[config.mk]
export PLATFORM = sky130hd
export DESIGN_NAME = bus_arb4
export DESIGN_NICKNAME = d
export VERILOG_FILES = /design/src/rtl/bus_arb4.sv
export SDC_FILE = /design/constraint.sdc
export NUM_CORES = 1
export LEC_CHECK = 0
export BUFFER_PORTS_ARGS = -buffer_cell sky130_fd_sc_hd__buf_2
export CAP_MARGIN = 10
export CORE_MARGIN = 2
export CORE_UTILIZATION = 60
export DETAILED_ROUTE_END_ITERATION = 10
export GPL_TIMING_DRIVEN = 0
export PLACE_DENSITY = 0.86
export SKIP_LAST_GASP = 1
export SLEW_MARGIN = 15
export SYNTH_ARGS = -nofsm -noshare
export SYNTH_HDL_FRONTEND = slang
export SYNTH_SLANG_ARGS = --single-unit
[constraint.sdc]
create_clock -name clk -period 8 [get_ports clk]
set_input_delay 1.2 -clock clk [delete_from_list [all_inputs] [get_ports clk]]
set_output_delay 1.2 -clock clk [all_outputs]
set_load 0.05 [all_outputs]
[src/rtl/bus_arb4.sv]
`default_nettype none
// ============================================================================
//  Module      : bus_arb4
//  Description : Four-master arbiter for the shared addr/data/cmd bus.
//                Priority first, then round-robin within the winning level;
//                holds the grant for a whole burst tenure and revokes it
//                through a watchdog when the owner stalls.
//  Revision    : 1.0 - initial release
// ============================================================================
module bus_arb4 #(
    parameter int TIMEOUT = 16
) (
    input  logic       clk,
    input  logic       reset,
    input  logic [7:0] req,
    input  logic [7:0] len,
    input  logic [2:0] bus_cmd,
    output logic [3:0] ack,
    output logic [1:0] grant_id,
    output logic       busy,
    output logic       timeout
);

    localparam int c_WD_W = (TIMEOUT > 2) ? $clog2(TIMEOUT) : 1;
    localparam logic [c_WD_W-1:0] c_WD_MAX = c_WD_W'(TIMEOUT - 1);

    localparam logic [2:0] c_CMD_WR_DATA = 3'b001;
    localparam logic [2:0] c_CMD_RD_REQ  = 3'b010;
    localparam logic [2:0] c_CMD_RD_DATA = 3'b011;
    localparam logic [2:0] c_CMD_WR_REQ  = 3'b100;

    localparam logic [1:0] c_ST_IDLE  = 2'd0;
    localparam logic [1:0] c_ST_GRANT = 2'd1;
    localparam logic [1:0] c_ST_DATA  = 2'd2;
    localparam logic [1:0] c_ST_TURN  = 2'd3;

    logic [1:0]        r_state;
    logic [3:0]        r_ack;
    logic [1:0]        r_grant_id;
    logic              r_timeout;
    logic [1:0]        r_rr_ptr;
    logic [3:0]        r_beats;
    logic [3:0]        r_beat_cnt;
    logic [c_WD_W-1:0] r_wd_cnt;

    logic [1:0] w_prio [4];
    logic [1:0] w_pmax;
    logic [1:0] w_idx;
    logic [1:0] w_win;
    logic       w_found;
    logic [1:0] w_len_sel;
    logic [3:0] w_win_beats;
    logic       w_is_addr;
    logic       w_is_beat;
    logic       w_wd_expired;
    logic       w_last_beat;

    generate
        for (genvar gi = 0; gi < 4; gi++) begin : g_prio
            assign w_prio[gi] = req[2*gi +: 2];
        end
    endgenerate

    always_comb begin
        w_pmax = 2'd0;
        for (int i = 0; i < 4; i++) begin
            if (w_prio[i] > w_pmax) begin
                w_pmax = w_prio[i];
            end
        end
    end

    // Scan from the round-robin pointer, wrapping 3->0, for the first master
    // sitting at the highest requested priority.
    always_comb begin
        w_found = 1'b0;
        w_win   = r_rr_ptr;
        w_idx   = r_rr_ptr;
        for (int k = 0; k < 4; k++) begin
            w_idx = r_rr_ptr + 2'(k);
            if (!w_found && (w_pmax != 2'd0) && (w_prio[w_idx] == w_pmax)) begin
                w_found = 1'b1;
                w_win   = w_idx;
            end
        end
    end

    assign w_len_sel    = len[2*w_win +: 2];
    assign w_win_beats  = 4'b0001 << w_len_sel;
    assign w_is_addr    = (bus_cmd == c_CMD_RD_REQ) || (bus_cmd == c_CMD_WR_REQ);
    assign w_is_beat    = (bus_cmd == c_CMD_WR_DATA) || (bus_cmd == c_CMD_RD_DATA);
    assign w_wd_expired = (r_wd_cnt == c_WD_MAX);
    assign w_last_beat  = (r_beat_cnt == (r_beats - 4'd1));

    always_ff @(posedge clk) begin
        if (reset) begin
            r_state    <= c_ST_IDLE;
            r_ack      <= 4'd0;
            r_grant_id <= 2'd0;
            r_timeout  <= 1'b0;
            r_rr_ptr   <= 2'd0;
            r_beats    <= 4'd1;
            r_beat_cnt <= 4'd0;
            r_wd_cnt   <= '0;
        end else begin
            r_timeout <= 1'b0;
            case (r_state)
                c_ST_IDLE: begin
                    if (w_found) begin
                        r_ack      <= 4'b0001 << w_win;
                        r_grant_id <= w_win;
                        r_beats    <= w_win_beats;
                        r_rr_ptr   <= w_win + 2'd1;
                        r_beat_cnt <= 4'd0;
                        r_wd_cnt   <= '0;
                        r_state    <= c_ST_GRANT;
                    end
                end
                c_ST_GRANT: begin
                    if (w_is_addr) begin
                        r_beat_cnt <= 4'd0;
                        r_wd_cnt   <= '0;
                        r_state    <= c_ST_DATA;
                    end else if (w_wd_expired) begin
                        r_timeout <= 1'b1;
                        r_ack     <= 4'd0;
                        r_state   <= c_ST_TURN;
                    end else begin
                        r_wd_cnt <= r_wd_cnt + 1'b1;
                    end
                end
                c_ST_DATA: begin
                    // A beat always beats the watchdog, including on the last beat.
                    if (w_is_beat) begin
                        r_wd_cnt <= '0;
                        if (w_last_beat) begin
                            r_ack   <= 4'd0;
                            r_state <= c_ST_TURN;
                        end else begin
                            r_beat_cnt <= r_beat_cnt + 4'd1;
                        end
                    end else if (w_wd_expired) begin
                        r_timeout <= 1'b1;
                        r_ack     <= 4'd0;
                        r_state   <= c_ST_TURN;
                    end else begin
                        r_wd_cnt <= r_wd_cnt + 1'b1;
                    end
                end
                c_ST_TURN: begin
                    r_ack   <= 4'd0;
                    r_state <= c_ST_IDLE;
                end
                default: begin
                    r_ack   <= 4'd0;
                    r_state <= c_ST_IDLE;
                end
            endcase
        end
    end

    assign ack      = r_ack;
    assign grant_id = r_grant_id;
    assign busy     = (r_state != c_ST_IDLE);
    assign timeout  = r_timeout;

    a_ack_onehot0 : assert property (@(posedge clk) disable iff (reset) $onehot0(r_ack));

endmodule
`default_nettype wire

==> impl_metrics.csv <==
group,metric,value,unit
run_status,outcome,"finished, final reports clean",
power,ir_drop,0.000217,V
global_route,first_global_vias,1884,
clock_tree,path_clk_slew,0.08,ns
global_route,top_usage_layer,"met2",
route,vias_per_cell,5.91,
global_route,grt_util_met2,43.0,%
global_route,antenna_found_initial,0,
route,route.detailed.drc,0,
global_route,grt_pass1_wl,8190,um
die,start_util,62.3,%
die,die_h,65.4,um
power,power_density,326,mW/mm^2
yosys,async_flop_share,0,%
place,io_buffer_count,28,
clock_tree,htree_levels,1,
setup_path,start_kind,"input port",
yosys,ys_top_cells_by_area,"dfxtp_1, ha_1, mux4_2",
timing,timing.setup.tns,0,ns
setup_path,crit_required,8.17,ns
clock_tree,ctsResizeCount,0,
yosys,yosys.area.top_type,"dfxtp_1",
timing,relSlewSlack,50.8,%
timing,hold_viol,0,
layout,design_area,0.00251,sq mm
route,dr_total_vias,1943,
yosys,netlist_instances,249,
setup_path,worstPathArrival,6.00,ns
route,drt_pre_antenna_iters,4,
die,die_area,0.00428,sq mm
place,dp_slack,1.90,ns
global_route,met3_usage,4.11,%
yosys,synth_nets,292,
setup_path,r2r_cells,11,
die,rows,22,
yosys,ys_ff_latch,23,
layout,syn_to_final_growth,10.8,%
timing,tightestPinTransition,0.728,ns
layout,final_core_util,69.0,%
route,ant_nets,0,
clock_tree,root_buffer,"clkbuf_8",
layout,final_nets,325,
hold_path,hold_class,"register to register",
die,core_area,0.00363,sq mm
timing,grt_setup_unrepaired,"false",
yosys,synth.cell_area,0.00226,sq mm
clock_tree,clock_sinks,23,
job,maxCapViolCount,0,
global_route,grt_overflow_total,0,
hold_path,hold_depth,2,
yosys,yosysTopAreaCellShare,20.3,%
place,dpl-instance-area,0.00246,sq mm
clock_tree,cts_buffer_depth,2,
setup_path,crit_type,"input port to register",
place,gp_congestion,0.906,
yosys,ys_seq_area_share,20.3,%
timing,setup_viol,0,
setup_path,end_kind,"register",
timing,slew_violations,0,
yosys,ys.flop_type,"dfxtp_1",
timing,setup_slack,2.17,ns
timing,finalCriticalPeriod,5.83,ns
yosys,ys_types,57,
layout,diodes,0,
die,ioPinCount,29,
clock_tree,postCtsHoldBufs,0,
global_route,met1_usage,31.3,%
timing,fmax,171,MHz
clock_tree,cts-buffers-inserted,3,
route,avgRoutedWirePerCell,14.2,um
clock_tree,tritoncts,"done",
timing,clock_skew,0.00550,ns
route,wl,4670,um
global_route,groute.usage.overall,24.3,%
clock_tree,post-cts-setup-buffers,0,
clock_tree,insertion_delay,0.27,ns
global_route,grt_max_degree,13,
setup_path,path_max_fanout,7,
power,p_leak,0.00111,uW
yosys,yosysWarnings,0,
yosys,postSynthAreaPerCell,9.09,sq um
yosys,synth_edf_count,0,
route,drt-initial-drc-count,73,
place,dp_hpwl,3740,um
die,dieWidth,65.4,um
layout,drive_above_1_share,19.9,%
timing,fin_crit_sh,72.9,%
## worst paths after layout
path	startpoint	endpoint	slack [ns]
hold / removal	ack[1]$_SDFFE_PP0P_	ack[1]$_SDFFE_PP0P_	0.50
setup / recovery	req[1]	r_beats[2]$_SDFFE_PP0P_	2.17
hold reg to reg	ack[1]$_SDFFE_PP0P_	ack[1]$_SDFFE_PP0P_	0.50
setup reg to reg	r_rr_ptr[1]$_SDFFE_PP0P_	r_beats[2]$_SDFFE_PP0P_	4.67
## cell usage after synthesis (all sizes together), types with 2 or more instances
master / instances
a211oi: 4
nor2b: 5
or2b: 2
or3: 2
and2: 2
mux4: 11
nand2: 10
a21oi: 14
mux2i: 5
nand2b: 13
a32o: 2
nor3: 8
dfxtp: 23
buf: 3
a22oi: 5
nand4: 4
xor2: 7
a41oi: 3
nor2: 27
inv: 21
a21boi: 2
o31ai: 3
xnor2: 6
o21ai: 9
o21a: 2
and3b: 3
clkbuf: 4
o21bai: 4
nor3b: 2
ha: 22
nand3: 3
a31oi: 2
o41ai: 2
and3: 5
## power by group
group | internal [uW] | leakage (uW) | switching [uW]
clock | 35.6 | 0.0000228 | 36.2
sequential | 143 | 0.000187 | 20.6
combinational | 247 | 0.000902 | 335
## layer usage
metal / routed length (um) / vias up / share of wire [%]
li1: - / 973 / -
met1: 2170 / 923 / 46
met2: 2270 / 37 / 49
met3: 169 / 10 / 3.6
met4: 59 / 0 / 1.3
met5: 0 / - / 0
## state kept, by name (all words and copies together), names as in the netlist
register and cells:
ack 4, timeout 1, r_wd_cnt 4, grant_id 2, r_beats 4, r_beat_cnt 4, r_state 2, r_rr_ptr 2
## layout by cell type, fill, tap and decap left out, drive strengths merged, types with 5 or more instances in the layout
cell type / instances
xnor2: 6
clkbuf: 8
a21oi: 14
nand2b: 13
buf: 31
nor3: 8
mux2i: 5
nor2b: 5
nand2: 10
ha: 22
and3: 5
nor2: 27
a22oi: 5
o21ai: 9
dfxtp: 23
xor2: 7
mux4: 11
inv: 21
## through the flow
step / power [uW] / instances / hold WS [ns]
6_report: 818 / 329 / 0.496
5_1_grt: 890 / 329 / 0.555
4_1_cts: 820 / 329 / 0.505
3_5_place_dp: 745 / 325 / 0.483
3_3_place_gp: 729 / 325 / 0.472
2_1_floorplan: 637 / 249 / 0.486
## logic make-up after synthesis
| group | Yosys count | share of synthesized area, % |
|---|---|---|
| flops | 23 | 20.3 |
| mux | 16 | 14.0 |
| buf+inv | 28 | 5.31 |
| compound gates | 59 | 21.1 |
| xor+xnor | 13 | 5.69 |
| simple gates | 88 | 21.4 |
| fa+ha+maj | 22 | 12.2 |
## critical path, stage by stage
cell	delay, ns
buf_2	0.11
inv_1	0.07
ha_1	0.34
nand2b_1	0.16
a21boi_1	0.32
nor2_1	0.09
o21ai_0	0.08
ha_1	0.26
nand2b_1	0.12
o2bb2ai_1	0.19
nor3_1	0.08
a31oi_1	0.16
ha_1	0.16
o21bai_1	0.10
a32oi_1	0.24
o31ai_2	0.18
and3_4	0.21
o32a_4	0.41
o221a_2	0.16
o41ai_4	0.26
xor2_2	0.38
mux4_2	0.39
o41ai_2	0.32
## area by class of cell
class,instances,area (sq um)
timing repair buffer,28,140
tap,48,60.1
multi-input combinational,198,1680
sequential,23,460
inverter,21,78.8
clock buffer,4,45.0
fill,303,1120
buffer,7,41.3
(Power assumes the default switching activity.)
